### src/rtl/calc_req_driver.sv
// Request-side initiator for one calc_top port: serialises a client op into
// cmd+data1 / data2 cycles, waits for the response with a timeout, returns it.
module calc_req_driver #(
    parameter int unsigned TIMEOUT = 63
) (
    input  logic        c_clk,
    input  logic        reset,
    input  logic        op_valid,
    output logic        op_ready,
    input  logic [3:0]  op_cmd,
    input  logic [31:0] op_data1,
    input  logic [31:0] op_data2,
    output logic [3:0]  req_cmd_out,
    output logic [31:0] req_data_out,
    input  logic [1:0]  out_resp,
    input  logic [31:0] out_data,
    output logic        res_valid,
    input  logic        res_ready,
    output logic [1:0]  res_resp,
    output logic [31:0] res_data,
    output logic        res_timeout,
    output logic [7:0]  res_cycles,
    output logic        err_unexp
);

    localparam logic [2:0] S_IDLE  = 3'd0;
    localparam logic [2:0] S_CMD   = 3'd1;
    localparam logic [2:0] S_DATA2 = 3'd2;
    localparam logic [2:0] S_WAIT  = 3'd3;
    localparam logic [2:0] S_DONE  = 3'd4;

    localparam logic [7:0] TMO = 8'(TIMEOUT);

    logic [2:0]  state;
    logic [31:0] data2_q;
    logic [7:0]  cnt;
    logic        resp_seen;
    logic        in_window;

    assign resp_seen = (out_resp != 2'd0);
    assign in_window = (state == S_DATA2) || (state == S_WAIT);

    always_ff @(posedge c_clk) begin
        if (reset) begin
            state        <= S_IDLE;
            data2_q      <= '0;
            cnt          <= '0;
            op_ready     <= 1'b0;
            req_cmd_out  <= '0;
            req_data_out <= '0;
            res_valid    <= 1'b0;
            res_resp     <= '0;
            res_data     <= '0;
            res_timeout  <= 1'b0;
            res_cycles   <= '0;
            err_unexp    <= 1'b0;
        end else begin
            // Responses outside the DATA2/WAIT window only raise the sticky flag.
            if (resp_seen && !in_window)
                err_unexp <= 1'b1;

            case (state)
                S_IDLE: begin
                    if (op_valid && op_ready) begin
                        data2_q  <= op_data2;
                        op_ready <= 1'b0;
                        if (op_cmd != 4'd0) begin
                            state        <= S_CMD;
                            req_cmd_out  <= op_cmd;
                            req_data_out <= op_data1;
                        end else begin
                            state     <= S_DONE;
                            res_valid <= 1'b1;
                        end
                    end else begin
                        op_ready <= 1'b1;
                    end
                end
                S_CMD: begin
                    state        <= S_DATA2;
                    req_cmd_out  <= '0;
                    req_data_out <= data2_q;
                    cnt          <= 8'd1;
                end
                S_DATA2, S_WAIT: begin
                    req_data_out <= '0;
                    if (resp_seen) begin
                        state      <= S_DONE;
                        res_valid  <= 1'b1;
                        res_resp   <= out_resp;
                        res_data   <= out_data;
                        res_cycles <= cnt;
                    end else if (cnt == TMO) begin
                        state       <= S_DONE;
                        res_valid   <= 1'b1;
                        res_timeout <= 1'b1;
                        res_cycles  <= TMO;
                    end else begin
                        state <= S_WAIT;
                        cnt   <= cnt + 8'd1;
                    end
                end
                S_DONE: begin
                    if (res_ready) begin
                        state       <= S_IDLE;
                        op_ready    <= 1'b1;
                        res_valid   <= 1'b0;
                        res_resp    <= '0;
                        res_data    <= '0;
                        res_timeout <= 1'b0;
                        res_cycles  <= '0;
                    end
                end
                default: begin
                    state    <= S_IDLE;
                    op_ready <= 1'b0;
                end
            endcase
        end
    end

endmodule
### config.mk
export PLATFORM = sky130hd
export DESIGN_NAME = calc_req_driver
export DESIGN_NICKNAME = d
export VERILOG_FILES = /design/src/rtl/calc_req_driver.sv
export SDC_FILE = /design/constraint.sdc
export NUM_CORES = 1
export LEC_CHECK = 0
export CAP_MARGIN = 20
export CELL_PAD_IN_SITES_DETAIL_PLACEMENT = 1
export CELL_PAD_IN_SITES_GLOBAL_PLACEMENT = 2
export CORE_MARGIN = 2
export CORE_UTILIZATION = 22
export DETAILED_ROUTE_END_ITERATION = 12
export GPL_ROUTABILITY_DRIVEN = 0
export PLACE_DENSITY = 0.76
export SLEW_MARGIN = 0
export SYNTH_ARGS = -nofsm -noshare
export SYNTH_HDL_FRONTEND = slang
export SYNTH_SLANG_ARGS = --single-unit
### constraint.sdc
create_clock -name c_clk -period 1.9 [get_ports c_clk]
set_clock_uncertainty 0.05 [all_clocks]
set_input_delay 0.285 -clock c_clk [delete_from_list [all_inputs] [get_ports c_clk]]
set_output_delay 0.285 -clock c_clk [all_outputs]
set_load 0.01 [all_outputs]
==> summary.md <==
| Metric | Value |
|---|---|
| Nets | `925` |
| Synth Area per Inst | `8.20 um2` |
| Total gr overflow | `0` |
| Synth Area in XOR/XNOR | `0.171%` |
| Vias per Instance | `4.73` |
| #FFs+latches synth | `125` |
| Antenna cells | `0` |
| Total power draw | `9.31 mW` |
| Die Wd | `156 um` |
| Post-DP HPWL | `12200 um` |
| CTS tree | `built` |
| Io pins | `188` |
| Rows | `55` |
| Post-synth EDFFs | `0` |
| Slowest-stage cell, CP | `or4_4` |
| Distinct cells, synth | `46` |
| Skew-Pair Late Insertion Delay | `0.41 ns` |
| Global-route wire length before repair | `28700 um` |
| PortBufs | `187` |
| Tcrit/Tclk final | `96.9%` |
| Chip height | `156 um` |
| H-tree Lvls | `4` |
| Total GRT Usage | `15.0%` |
| Mapped Cells | `623` |
| Actual slew at the worst max-slew pin | `0.475 ns` |
| Deepest clock path buffer count | `2` |
| Switching Share | `30.5%` |
| Util after Layout | `36.4%` |
| Combinational Power Share | `30.2%` |
| Die area | `24500 um2` |
| Worst EP arrival | `2.08 ns` |
| Mux cell area share after synthesis | `0.784%` |
| Cell leakage power | `2.85 nW` |
| Hold Path Class | `input port to register` |
| Buf/Inv on CP | `3` |
| Max Slew Vio Count | `0` |
| Critical path's top delay family | `buffers and inverters` |
| Worst-path clk slew | `0.06 ns` |
| Area share of the largest cell type after synthesis | `49.0%` |
| RSZ-0062 raised after global routing | `true` |
| WS Path Type | `input port to register` |
| Clk pwr share | `36.0%` |
| TritonCTS Buffers | `17` |
| Synth warn | `0` |
| Antenna violations before repair | `1` |
| Register Area | `2500 um2` |
| Routed length per instance | `16.6 um` |
| Clk sinks | `125` |
| Final setup viols | `0` |
| Critical Path Start Type | `input port` |
| Crit. End Element | `register` |
| Fin. Hold Viols | `0` |
| Final wirelength | `18500 um` |
| Initial core utilization | `22.5%` |
| Main flop type after synthesis | `dfxtp_1` |
| Slew HR | `68.3%` |
| Max incr delay on CP | `0.57 ns` |
| Vias | `5276` |
| CP cell instances | `clkdlybuf4s50_1 -> or4_4 -> a311oi_4 -> buf_6 -> clkbuf_16 -> or3_1 -> a21oi_1` |
| Sequential share of power | `33.8%` |
| CP required | `2.14 ns` |
| Area growth syn-to-layout | `62.0%` |
| Root Buffer | `clkbuf_16` |
| Number of global-route vias before repair | `5248` |
| Syn_nets | `730` |
| Area of the multi-input gates | `2380 um2` |
| DRC | `0` |
| Fillers | `2620` |
| ANT nets after route | `0` |
| Min cycle time layout | `1.84 ns` |
| Synthesized-area fraction occupied by adder cells | `0.245%` |
| Outcome | `completed` |
| Asr flop ratio synth | `0%` |
| Drt initial violations | `188` |
| Area leader, netlist | `dfxtp_1` |
| Register area share after synthesis | `49.0%` |
| Post-synthesis compound-gate area fraction | `24.1%` |
| Power per cell area | `1120 nW/um2` |
| Core area | `22700 um2` |
| Int Power | `6.47 mW` |
| Fmax | `543 MHz` |
| Initial DRT Pass Iterations | `4` |
| Pin count of the biggest net entering global routing | `59` |
| Share of layout cells above drive strength 1 | `11.0%` |
| Main combinational cell family by area after synthesis | `compound AO/OA/AOI/OAI gates` |
| Max VDD drop | `532 uV` |
| Mapped Area | `5110 um2` |
| Switching pwr | `2.84 mW` |
| Simple-gate share of the synthesized area | `20.9%` |
| Worst-path maximum fanout | `16` |
| Synth area leaders | `dfxtp_1 49%, a21oi_1 11%, nand2_1 7.9%` |
| MaxCap Viol Count | `0` |
## cells by family (layout without fill, tap and decap cells)
kind of cell / Yosys count / count (layout)
and+or+nand+nor: 220 / 220
buffers and inverters: 59 / 267
adders and majority gates: 1 / 1
AOI/OAI and AO/OA: 213 / 213
DFF: 125 / 125
muxes: 4 / 4
xor gates and xnor gates: 1 / 1
## cells in the mapped netlist (2+ instances only)
cell / number
mux2i_1: 4
dfxtp_1: 125
and3_1: 2
a21oi_1: 115
nand2b_1: 2
o21ai_1: 10
nand3_1: 42
nand2_1: 107
clkbuf_1: 37
or3_1: 36
inv_1: 2
nor3_1: 6
o21ai_0: 33
a31oi_1: 3
o21bai_1: 2
clkbuf_2: 3
a211oi_1: 3
buf_2: 16
nand4_1: 3
o2111ai_1: 6
nand3b_1: 2
a22oi_1: 33
nor4_1: 2
a2111oi_0: 2
nor2_1: 6
## routing by layer
layer	part of all wire (%)	track usage, %
met1	45	18.7
met3	8.7	6.62
met5	0.070	0
met4	0.91	3.76
met2	45	23.7
## layout by cell type (no fill, tap or decap), types with 2 or more instances in the layout
cell type          n
nor4_2             2
nand3b_1           2
inv_1              2
buf_4             31
dfxtp_1          124
a21oi_1          114
buf_6              2
o21ai_1           11
clkbuf_16         19
mux2i_1            4
a22oi_1           33
and3_1             2
a211oi_1           3
clkinv_4           4
nand2_1          107
a21oi_2            2
clkdlybuf4s50_1  186
a31oi_1            3
bufinv_16          3
nand3_1           42
or3_1             36
clkinvlp_4         2
o21ai_0           32
a2111oi_0          2
nor2_1             6
buf_12            11
nor3_1             6
clkinv_2           4
o2111ai_1          6
nand2b_1           2
nand4_1            3
## power by group through the flow
stage	Clock (mW)	Sequential (mW)	Combinational, mW
2_1_floorplan	0	3.29	1.16
3_3_place_gp	0	3.19	2.59
3_5_place_dp	0	3.20	2.61
4_1_cts	3.44	3.15	2.73
5_1_grt	3.59	3.19	3.09
6_report	3.35	3.15	2.81
## area by class of cell
type / instances / area share [%]
multi-input cells: 439 / 28.8
inverters: 2 / 0.0907
well taps: 285 / 4.31
repair buffers: 233 / 29.2
clock inverters: 14 / 2.04
flip-flops and latches: 125 / 30.3
clock buffers: 18 / 5.31
## state kept, by name (all words and copies together), names as in the netlist, 2 cells and up
name          flops
state             3
cnt               8
req_cmd_out       4
res_cycles        8
res_data         32
data2_q          32
res_resp          2
req_data_out     32
## worst reg2reg max path, stage by stage (launching register included)
cell	delay, ns
dfxtp_1	0.38
or4b_1	0.55
a21o_1	0.24
or3_1	0.36
a31oi_1	0.18
## path summary, 6_finish.rpt
| kind | cells past startpoint | endpoint | slack [ns] | from |
|---|---|---|---|---|
| max | 7 | req_data_out[14]$_SDFFE_PP0P_ | 0.06 | op_cmd[0] |
| min | 2 | req_data_out[14]$_SDFFE_PP0P_ | 0.20 | reset |
| max reg2reg | 4 | cnt[7]$_SDFFE_PP0P_ | 0.07 | state[1]$_SDFFE_PP0P_ |
| min reg2reg | 2 | res_data[7]$_SDFFE_PP0P_ | 0.40 | res_data[7]$_SDFFE_PP0P_ |
## stage by stage
stage / instance area, um2 / std cells / worst slack, ns / TNS [ns] / hold WS [ns]
2_1_floorplan: 5110 / 623 / 0.0325 / 0 / 0.371
3_3_place_gp: 7560 / 1079 / -0.406 / -25.15 / 0.388
3_5_place_dp: 7560 / 1079 / -0.442 / -27.25 / 0.397
4_1_cts: 8210 / 1114 / 0.0722 / 0 / 0.190
5_1_grt: 8280 / 1116 / -0.00240 / -0.00240 / 0.195
6_report: 8280 / 1116 / 0.0589 / 0 / 0.203
## what timing repair did
action | CTS | global route
hold buffers | 0 | 0
pin swaps | 1 | 0
cloned | 1 | 2
endpoints found under the setup margin | 1 | 16
buffers inserted | 2 | 0
gates resized for setup | 1 | 4
Note: power is estimated with default switching activity, not from simulation.
